**src/rtl/i2c_target_pcf8574_pkg.sv**
```systemverilog
// Shared constants for the PCF8574-style I2C target: FSM encoding, default address, ACK levels.
package i2c_target_pcf8574_pkg;

    localparam logic [6:0] I2C_ADDR_PCF8574 = 7'h27;

    localparam logic ACK_BIT  = 1'b0;
    localparam logic NACK_BIT = 1'b1;

    localparam logic [2:0] ST_IDLE     = 3'd0;
    localparam logic [2:0] ST_ADDR     = 3'd1;
    localparam logic [2:0] ST_ADDR_ACK = 3'd2;
    localparam logic [2:0] ST_WR_DATA  = 3'd3;
    localparam logic [2:0] ST_WR_ACK   = 3'd4;
    localparam logic [2:0] ST_RD_DATA  = 3'd5;
    localparam logic [2:0] ST_RD_ACK   = 3'd6;
    localparam logic [2:0] ST_IGNORE   = 3'd7;

endpackage

```
**src/rtl/i2c_target_pcf8574_line_sync.sv**
```systemverilog
// 2-FF synchronizer for one bus line with rise/fall pulses; 2 clk to sync_o, edge pulses one clk wide.
// No backpressure: free-running sampler, resets to the idle-high bus level.
module i2c_line_sync (
    input  logic clk,
    input  logic rst_n,
    input  logic line_i,
    output logic sync_o,
    output logic rise_o,
    output logic fall_o
);

    logic meta_q;
    logic sync_q;
    logic dly_q;

    always_ff @(posedge clk or negedge rst_n) begin
        if (!rst_n) begin
            meta_q <= 1'b1;
            sync_q <= 1'b1;
            dly_q  <= 1'b1;
        end else begin
            meta_q <= line_i;
            sync_q <= meta_q;
            dly_q  <= sync_q;
        end
    end

    assign sync_o = sync_q;
    assign rise_o = sync_q & ~dly_q;
    assign fall_o = ~sync_q & dly_q;

endmodule

```
**src/rtl/i2c_target_pcf8574.sv**
```systemverilog
// PCF8574-style I2C target: 8-bit quasi-port written/read over I2C, open-drain SDA drive.
// Reacts ~3 clk after each bus edge; the master paces everything, the target never stretches SCL.
module i2c_target_pcf8574
    import i2c_target_pcf8574_pkg::*;
#(
    parameter logic [6:0] SLAVE_ADDR = I2C_ADDR_PCF8574,
    parameter logic [7:0] PORT_RESET = 8'hFF
) (
    input  logic       clk,
    input  logic       rst_n,
    input  logic       scl,
    input  logic       sda_i,
    output logic       sda_oe,
    output logic [7:0] port_out,
    input  logic [7:0] port_in,
    output logic       wr_strobe,
    output logic       rd_strobe,
    output logic       busy
);

    logic scl_s, scl_rise, scl_fall;
    logic sda_s, sda_rise, sda_fall;

    i2c_line_sync u_scl_sync (
        .clk    (clk),
        .rst_n  (rst_n),
        .line_i (scl),
        .sync_o (scl_s),
        .rise_o (scl_rise),
        .fall_o (scl_fall)
    );

    i2c_line_sync u_sda_sync (
        .clk    (clk),
        .rst_n  (rst_n),
        .line_i (sda_i),
        .sync_o (sda_s),
        .rise_o (sda_rise),
        .fall_o (sda_fall)
    );

    logic       start_det, stop_det;
    logic [2:0] state_q, state_d;
    logic [2:0] cnt_q, cnt_d;
    logic [7:0] shift_q, shift_d;
    logic [7:0] shift_in;
    logic       oe_q, oe_d;
    logic [7:0] port_q, port_d;
    logic       wr_q, wr_d;
    logic       rd_q, rd_d;
    logic       rw_q, rw_d;
    logic       ph_q, ph_d;

    assign start_det = sda_fall & scl_s;
    assign stop_det  = sda_rise & scl_s;
    assign shift_in  = {shift_q[6:0], sda_s};

    always_comb begin
        state_d = state_q;
        cnt_d   = cnt_q;
        shift_d = shift_q;
        oe_d    = oe_q;
        port_d  = port_q;
        wr_d    = 1'b0;
        rd_d    = 1'b0;
        rw_d    = rw_q;
        ph_d    = ph_q;

        if (stop_det) begin
            state_d = ST_IDLE;
            oe_d    = 1'b0;
            cnt_d   = 3'd0;
            ph_d    = 1'b0;
        end else if (start_det) begin
            state_d = ST_ADDR;
            oe_d    = 1'b0;
            cnt_d   = 3'd0;
            shift_d = 8'd0;
            ph_d    = 1'b0;
        end else begin
            case (state_q)
                ST_ADDR: begin
                    if (scl_rise) begin
                        shift_d = shift_in;
                        cnt_d   = cnt_q + 3'd1;
                        if (cnt_q == 3'd7) begin
                            ph_d = 1'b0;
                            rw_d = sda_s;
                            if (shift_in[7:1] == SLAVE_ADDR) begin
                                state_d = ST_ADDR_ACK;
                                if (sda_s) begin
                                    shift_d = port_in;
                                    rd_d    = 1'b1;
                                end
                            end else begin
                                state_d = ST_IGNORE;
                            end
                        end
                    end
                end
                // ph_q marks the ninth clock: first fall grabs SDA, second fall hands it on.
                ST_ADDR_ACK: begin
                    if (scl_fall) begin
                        if (!ph_q) begin
                            oe_d = 1'b1;
                            ph_d = 1'b1;
                        end else begin
                            ph_d  = 1'b0;
                            cnt_d = 3'd0;
                            if (rw_q) begin
                                state_d = ST_RD_DATA;
                                oe_d    = ~shift_q[7];
                            end else begin
                                state_d = ST_WR_DATA;
                                oe_d    = 1'b0;
                            end
                        end
                    end
                end
                ST_WR_DATA: begin
                    if (scl_rise) begin
                        shift_d = shift_in;
                        cnt_d   = cnt_q + 3'd1;
                        if (cnt_q == 3'd7) begin
                            port_d  = shift_in;
                            wr_d    = 1'b1;
                            ph_d    = 1'b0;
                            state_d = ST_WR_ACK;
                        end
                    end
                end
                ST_WR_ACK: begin
                    if (scl_fall) begin
                        if (!ph_q) begin
                            oe_d = 1'b1;
                            ph_d = 1'b1;
                        end else begin
                            oe_d    = 1'b0;
                            ph_d    = 1'b0;
                            cnt_d   = 3'd0;
                            state_d = ST_WR_DATA;
                        end
                    end
                end
                // MSB already on the bus at entry; each fall presents the next bit.
                ST_RD_DATA: begin
                    if (scl_fall) begin
                        if (cnt_q == 3'd7) begin
                            oe_d    = 1'b0;
                            cnt_d   = 3'd0;
                            ph_d    = 1'b0;
                            state_d = ST_RD_ACK;
                        end else begin
                            shift_d = {shift_q[6:0], 1'b0};
                            cnt_d   = cnt_q + 3'd1;
                            oe_d    = ~shift_q[6];
                        end
                    end
                end
                ST_RD_ACK: begin
                    if (scl_rise && !ph_q) begin
                        if (sda_s == ACK_BIT) begin
                            shift_d = port_in;
                            rd_d    = 1'b1;
                            ph_d    = 1'b1;
                        end else begin
                            state_d = ST_IGNORE;
                        end
                    end else if (scl_fall && ph_q) begin
                        oe_d    = ~shift_q[7];
                        ph_d    = 1'b0;
                        cnt_d   = 3'd0;
                        state_d = ST_RD_DATA;
                    end
                end
                ST_IGNORE: begin
                    oe_d = 1'b0;
                end
                default: begin
                    oe_d = 1'b0;
                end
            endcase
        end
    end

    always_ff @(posedge clk or negedge rst_n) begin
        if (!rst_n) begin
            state_q <= ST_IDLE;
            cnt_q   <= 3'd0;
            shift_q <= 8'd0;
            oe_q    <= 1'b0;
            port_q  <= PORT_RESET;
            wr_q    <= 1'b0;
            rd_q    <= 1'b0;
            rw_q    <= 1'b0;
            ph_q    <= 1'b0;
        end else begin
            state_q <= state_d;
            cnt_q   <= cnt_d;
            shift_q <= shift_d;
            oe_q    <= oe_d;
            port_q  <= port_d;
            wr_q    <= wr_d;
            rd_q    <= rd_d;
            rw_q    <= rw_d;
            ph_q    <= ph_d;
        end
    end

    assign sda_oe    = oe_q;
    assign port_out  = port_q;
    assign wr_strobe = wr_q;
    assign rd_strobe = rd_q;
    assign busy      = (state_q != ST_IDLE) && (state_q != ST_IGNORE);

endmodule

```
**config.mk**
```make
export PLATFORM = sky130hd
export DESIGN_NAME = i2c_target_pcf8574
export DESIGN_NICKNAME = d
export VERILOG_FILES = /design/src/rtl/i2c_target_pcf8574_pkg.sv /design/src/rtl/i2c_target_pcf8574_line_sync.sv /design/src/rtl/i2c_target_pcf8574.sv
export SDC_FILE = /design/constraint.sdc
export NUM_CORES = 1
export LEC_CHECK = 0
export CORE_MARGIN = 2
export CORE_UTILIZATION = 25
export CTS_BUF_LIST = sky130_fd_sc_hd__clkbuf_8
export DETAILED_ROUTE_END_ITERATION = 12
export DONT_BUFFER_PORTS = 1
export SLEW_MARGIN = 20
export SYNTH_ARGS = -nofsm -noshare
export SYNTH_HDL_FRONTEND = slang
export SYNTH_SLANG_ARGS = --single-unit
```
**constraint.sdc**
```tcl
create_clock -name clk -period 2.7 [get_ports clk]
set_input_delay 0.27 -clock clk [delete_from_list [all_inputs] [get_ports clk]]
set_output_delay 0.27 -clock clk [all_outputs]
set_load 0.05 [all_outputs]
```
# Yosys cells after proc, flatten, opt, wreduce, memory -nomap -nowiden
# Cells that the tools add are included.
[word_totals]
register_bits = 33
output_inout_bits = 12
wordCells = 155
[classes]
add_sub_neg = 1
eq_ne = 34
n_mux = 74
bitwise = 14
reduce_logical = 17
[ops]
columns = ["op", "n"]
rows = [
  ["2-to-1 mux 8 bit", 10],
  ["2-to-1 mux 3 bit", 26],
  ["inequality test 4 bit (second input constant)", 12],
  ["2-to-1 mux 1 bit", 32],
  ["one-hot mux 8 bit (4 select lines)", 1],
  ["inequality test 3 bit (second input constant)", 7],
  ["one-hot mux 3 bit (6 select lines)", 1],
  ["AND reduction 13 bit", 1],
  ["== test 3 bit (second input constant)", 4],
  ["inequality test 4 x 1 -> 1 bit (second input constant)", 3],
  ["one-hot mux 3 bit (4 select lines)", 1],
  ["AND reduction 6 bit", 2],
  ["inequality test 5 bit (second input constant)", 2],
  ["AND reduction 5 bit", 2],
  ["inverter 1 bit", 8],
  ["AND reduction 8 bit", 1],
  ["nonzero test 8 bit", 1],
  ["== test 7 x 6 -> 1 bit (second input constant)", 1],
  ["AND reduction 7 bit", 1],
  ["AND 1 bit", 6],
  ["== test 3 x 2 -> 1 bit (second input constant)", 2],
  ["nonzero test 6 bit", 1],
  ["inequality test 5 x 4 -> 1 bit (second input constant)", 1],
  ["one-hot mux 1 bit (5 select lines)", 1],
  ["other kinds (10)", 13],
]

# Logic depth before layout (Yosys ltp)
[depth]
ltp_word = 8
mapped_depth = 8
mapped_depth_nobuf = 7

# By module
# From an unflattened synthesis, not the netlist that was laid out.
[hier_totals]
hier_cells = 202
area_unflattened_um2 = 1988.2
[by_module_without_submodules]
columns = ["module", "n_inst", "cells_each", "area_per_inst_um2"]
rows = [
  ["i2c_target_pcf8574", 1, 192, 1800.5],
  ["i2c_line_sync", 2, 5, 93.8],
]

# Worst setup path after synthesis
# OpenSTA, ideal clock, no wires.
[synth_timing]
kind = "flip-flop to output port"
from = "register state_q[0]"
to = "output busy"
t_arrival_ns = 1.849
required_time_ns = 2.430
slack_ns = 0.581
path_stages_with_launch = 6
path_cell_list = "dfrtp_1 > buf_2 > buf_2 > buf_1 > nor3_1 > a21oi_1"
[synth_via]
elab_chain_len = 2
word_cells_on_any_way = 3
classes_between = "eq/ne: 1; reduce/logical: 2"
[synth_rtl]
columns = ["item", "line", "rtl"]
rows = [
  ["from (decl)", "i2c_target_pcf8574.sv:43", "logic [2:0] state_q, state_d;"],
  ["from (signal assigned)", "i2c_target_pcf8574.sv:198", "state_q <= state_d;"],
  ["inequality test 3 bit / nonzero test 3 bit (equally long branches)", "i2c_target_pcf8574.sv:214", "assign busy = (state_q != ST_IDLE) && (state_q != ST_IGNORE);"],
  ["logical AND 1 bit *", "i2c_target_pcf8574.sv:214", ""],
  ["to (decl)", "i2c_target_pcf8574.sv:18", "output logic busy"],
]
# Every way passes the cells marked *; elsewhere a longest branch is shown, timed or not.

# Worst setup path in the final report
[layout_timing]
from = "register state_q[1]"
to = "register cnt_q[1]"
[layout_via]
elab_chain_len = 5
word_cells_on_any_way = 19
classes_between = "eq/ne: 12; mux: 3; reduce/logical: 4"
[layout_rtl]
columns = ["item", "line", "rtl"]
rows = [
  ["== test 3 bit (tied with other cells)", "i2c_target_pcf8574.sv:81", "case (state_q)"],
  ["OR reduction 2 bit (no source line)", "n/a", ""],
  ["one-hot mux 3 bit (4 select lines)", "i2c_target_pcf8574.sv:81", ""],
  ["2-to-1 mux 3 bit", "i2c_target_pcf8574.sv:74", "end else if (start_det) begin"],
  ["2-to-1 mux 3 bit", "i2c_target_pcf8574.sv:69", "if (stop_det) begin"],
  ["to (signal assigned)", "i2c_target_pcf8574.sv:199", "cnt_q <= cnt_d;"],
  ["to (decl)", "i2c_target_pcf8574.sv:44", "logic [2:0] cnt_q, cnt_d;"],
]
# Parallel ways exist; a longest one is shown, timed or not.
# A chain may end at the register's enable or synchronous reset.

==> impl_metrics.json <==
{
  "ant_nets": 0,
  "cts_setup_buffers": 0,
  "final_cell_mix": "dfrtp_1, nor2_1, dfstp_2, o21ai_0, a21oi_1",
  "synth_compound_gate_area_share_pct": 26.8,
  "layout_commonest_cell": "dfrtp_1",
  "viasPerCell": 5.07,
  "finalMaxSlewViolations": 0,
  "syn_nets": 206,
  "chipWidth_um": 92.6,
  "hold_viol": 0,
  "p_leak_nw": 0.896,
  "slew_headroom_pct": 54.3,
  "clock_latency_ns": 0.28,
  "slowest_stage": "dfrtp_1",
  "min_from": "port_in[7]",
  "cts_tree": "done",
  "clkSinkCount": 33,
  "timing.final.crit_share_pct": 84.2,
  "worstSetupPathType": "reg -> reg",
  "diodes": 0,
  "async_reset_ff_share_pct": 100,
  "fp.dieH_um": 92.6,
  "grt_pass1_wl_mm": 8.00,
  "synth.ff_latch_count": 33,
  "drive_gt1_share_pct": 19.3,
  "wl_met2_mm": 2.18,
  "place_area_um2": 2060,
  "worst-path-max-fanout": 21,
  "synth-seq-area-share_pct": 42.9,
  "synth_cell_type_count": 62,
  "yosys.area_share.simple_pct": 18.4,
  "clk_pin_slew_worst_paths_ns": 0.07,
  "gp_congestion": 0.928,
  "vias": 1517,
  "synth.area.mux_share_pct": 5.67,
  "postSynthCellCount": 192,
  "clock_skew_ns": 0.00571,
  "period_minus_slack_ns": 2.27,
  "drtIter0Drc": 132,
  "fin_nets": 210,
  "cts_buffer_depth": 2,
  "synth_fa_ha_area_share_pct": 1.27,
  "dieArea_um2": 8580,
  "synth-edff-count": 0,
  "overflow": 0,
  "synth.avg_cell_area_um2": 10.2,
  "synth_top_cell_by_area": "dfrtp_1",
  "worstReg2RegStart": "state_q[1]",
  "cp_cell_sequence": "nor2_1 -> a2111oi_0 -> nor2_1 -> nand2_1 -> mux2_1",
  "cts_hold_buffers": 4,
  "cp.arrival_ns": 2.43,
  "synth_area_leaders": "dfrtp_1, dfstp_2, mux2_1",
  "highest_layer": "met4",
  "io_buffers": 0,
  "yosys.area_share.xor_xnor_pct": 0.446,
  "max_clock_freq_mhz": 440,
  "finalSetupViolCount": 0,
  "root_buffer": "clkbuf_8",
  "cp-end-kind": "flop",
  "setup_slack_ns": 0.426,
  "grt_usage_pct": 11.7,
  "grt_pass1_vias": 1499,
  "cts_made_buffers": 5,
  "cp-start-kind": "flop",
  "dr_wl_met3_um": 258,
  "grt_setup_unrepaired": "false",
  "min_path_cells": 1,
  "stdcell_area_um2": 2230,
  "nFillCells": 810,
  "status": "finished, final reports clean",
  "min_to": "shift_q[7]",
  "firstDrtPassIters": 4,
  "hpwl_mm": 3.47,
  "cts_resized": 0,
  "wl_met1_mm": 2.26,
  "syn_area_um2": 1960,
  "core-area_um2": 7690,
  "h-tree-depth": 2,
  "drc_errors": 0,
  "tightest_slew_ns": 0.669,
  "r2r.worst_path.cells": 5,
  "powerDensity_nw_per_um2": 539,
  "crit_top_cell": "nor2_1",
  "yosys_most_used_dff": "dfrtp_1",
  "syn_to_final_growth_pct": 13.5,
  "fin_tns_setup_ns": 0,
  "grt_max_degree": 34,
  "r2r_setup_slack_ns": 0.43,
  "dp_slack_ns": 0.478,
  "cap_viol_max_count": 0,
  "reg2reg_to": "cnt_q[1]",
  "ir_drop_v": 0.000461,
  "grt_antenna_before_repair": 0,
  "yosysTopAreaCellShare_pct": 24.2,
  "io_pins": 24,
  "crit_required_ns": 2.86,
  "std_cell_rows": 32,
  "wl_per_cell_um": 15.8,
  "yosysWarnings": 0,
  "synth_top_family_by_area": "compound AO/OA/AOI/OAI gates",
  "max_stage_delay_ns": 0.77,
  "start_util_pct": 25.6,
  "min_path_type": "in -> reg",
  "finalWirelength_mm": 4.71
}
-- power breakdown --
group	switching, mW	internal (mW)	total (mW)
sequential	0.0383	0.527	0.566
clock	0.176	0.297	0.474
combinational	0.0922	0.0702	0.162
total	0.307	0.895	1.20
-- per-layer routing --
metal | track usage [%] | vias to the layer above
met5 | 0 | -
met4 | 3.06 | 0
met3 | 3.01 | 2
met2 | 17.8 | 41
met1 | 16.7 | 739
li1 | - | 735
-- per-stage QoR --
stage	power, mW	util, %	cells	hold WS [ns]
3_5_place_dp	0.720	26.8	287	-0.0248
4_1_cts	1.22	29.0	299	0.107
5_1_grt	1.26	29.0	299	0.115
2_1_floorplan	0.682	-	192	-0.0256
3_3_place_gp	0.717	26.8	287	-0.0247
6_report	1.20	29.0	299	0.114
-- synth_stat cells (3+ instances only) --
| cell | n |
|---|---|
| a21oi_1 | 11 |
| o31ai_1 | 3 |
| a211o_1 | 3 |
| dfstp_2 | 14 |
| nor3_1 | 4 |
| buf_2 | 5 |
| o2bb2ai_1 | 4 |
| a22o_1 | 3 |
| nor2b_1 | 5 |
| a21o_1 | 3 |
| clkbuf_1 | 3 |
| and2_1 | 3 |
| nor2_1 | 14 |
| mux2_1 | 9 |
| nand2_1 | 8 |
| nand2b_1 | 5 |
| o21ai_0 | 13 |
| dfrtp_1 | 19 |
| inv_1 | 5 |
| a31oi_1 | 5 |
-- cell families after synthesis --
logic type / after synthesis
compound gates: 69
xor+xnor: 1
buf+inv: 18
fa+ha+maj: 2
flops: 33
mux: 10
simple gates: 59
-- sequential cells by signal (all words and copies together) (netlist names), 3 cells and up --
| name | flops |
|---|---|
| cnt_q | 3 |
| port_out | 8 |
| shift_q | 8 |
| state_q | 3 |
-- worst max-delay path: cells and delay by family (launching register included) --
family / cells / cell delay [ns]
compound gates: 1 / 0.65
flops: 1 / 0.77
mux: 1 / 0.32
simple gates: 3 / 0.42
-- area by class of cell --
type,instances,area (um^2),area share [%]
tap,102,128,5.72
sequential,33,843,37.8
clock inverter,2,33.8,1.52
timing repair buffer,9,87.6,3.93
clock buffer,6,82.6,3.70
inverter,6,22.5,1.01
multi-input combinational,141,1030,46.3
-- worst max-delay path by stage --
stage          startpoint    endpoint  slack, ns
6_report       state_q[1]    cnt_q[1]       0.43
5_1_grt        state_q[1]    cnt_q[1]       0.21
4_1_cts        state_q[1]  shift_q[5]       0.47
3_5_place_dp   state_q[1]  shift_q[5]       0.48
3_3_place_gp   state_q[1]    cnt_q[1]       0.51
2_1_floorplan  state_q[0]        busy       0.58
(Power assumes the default switching activity.)
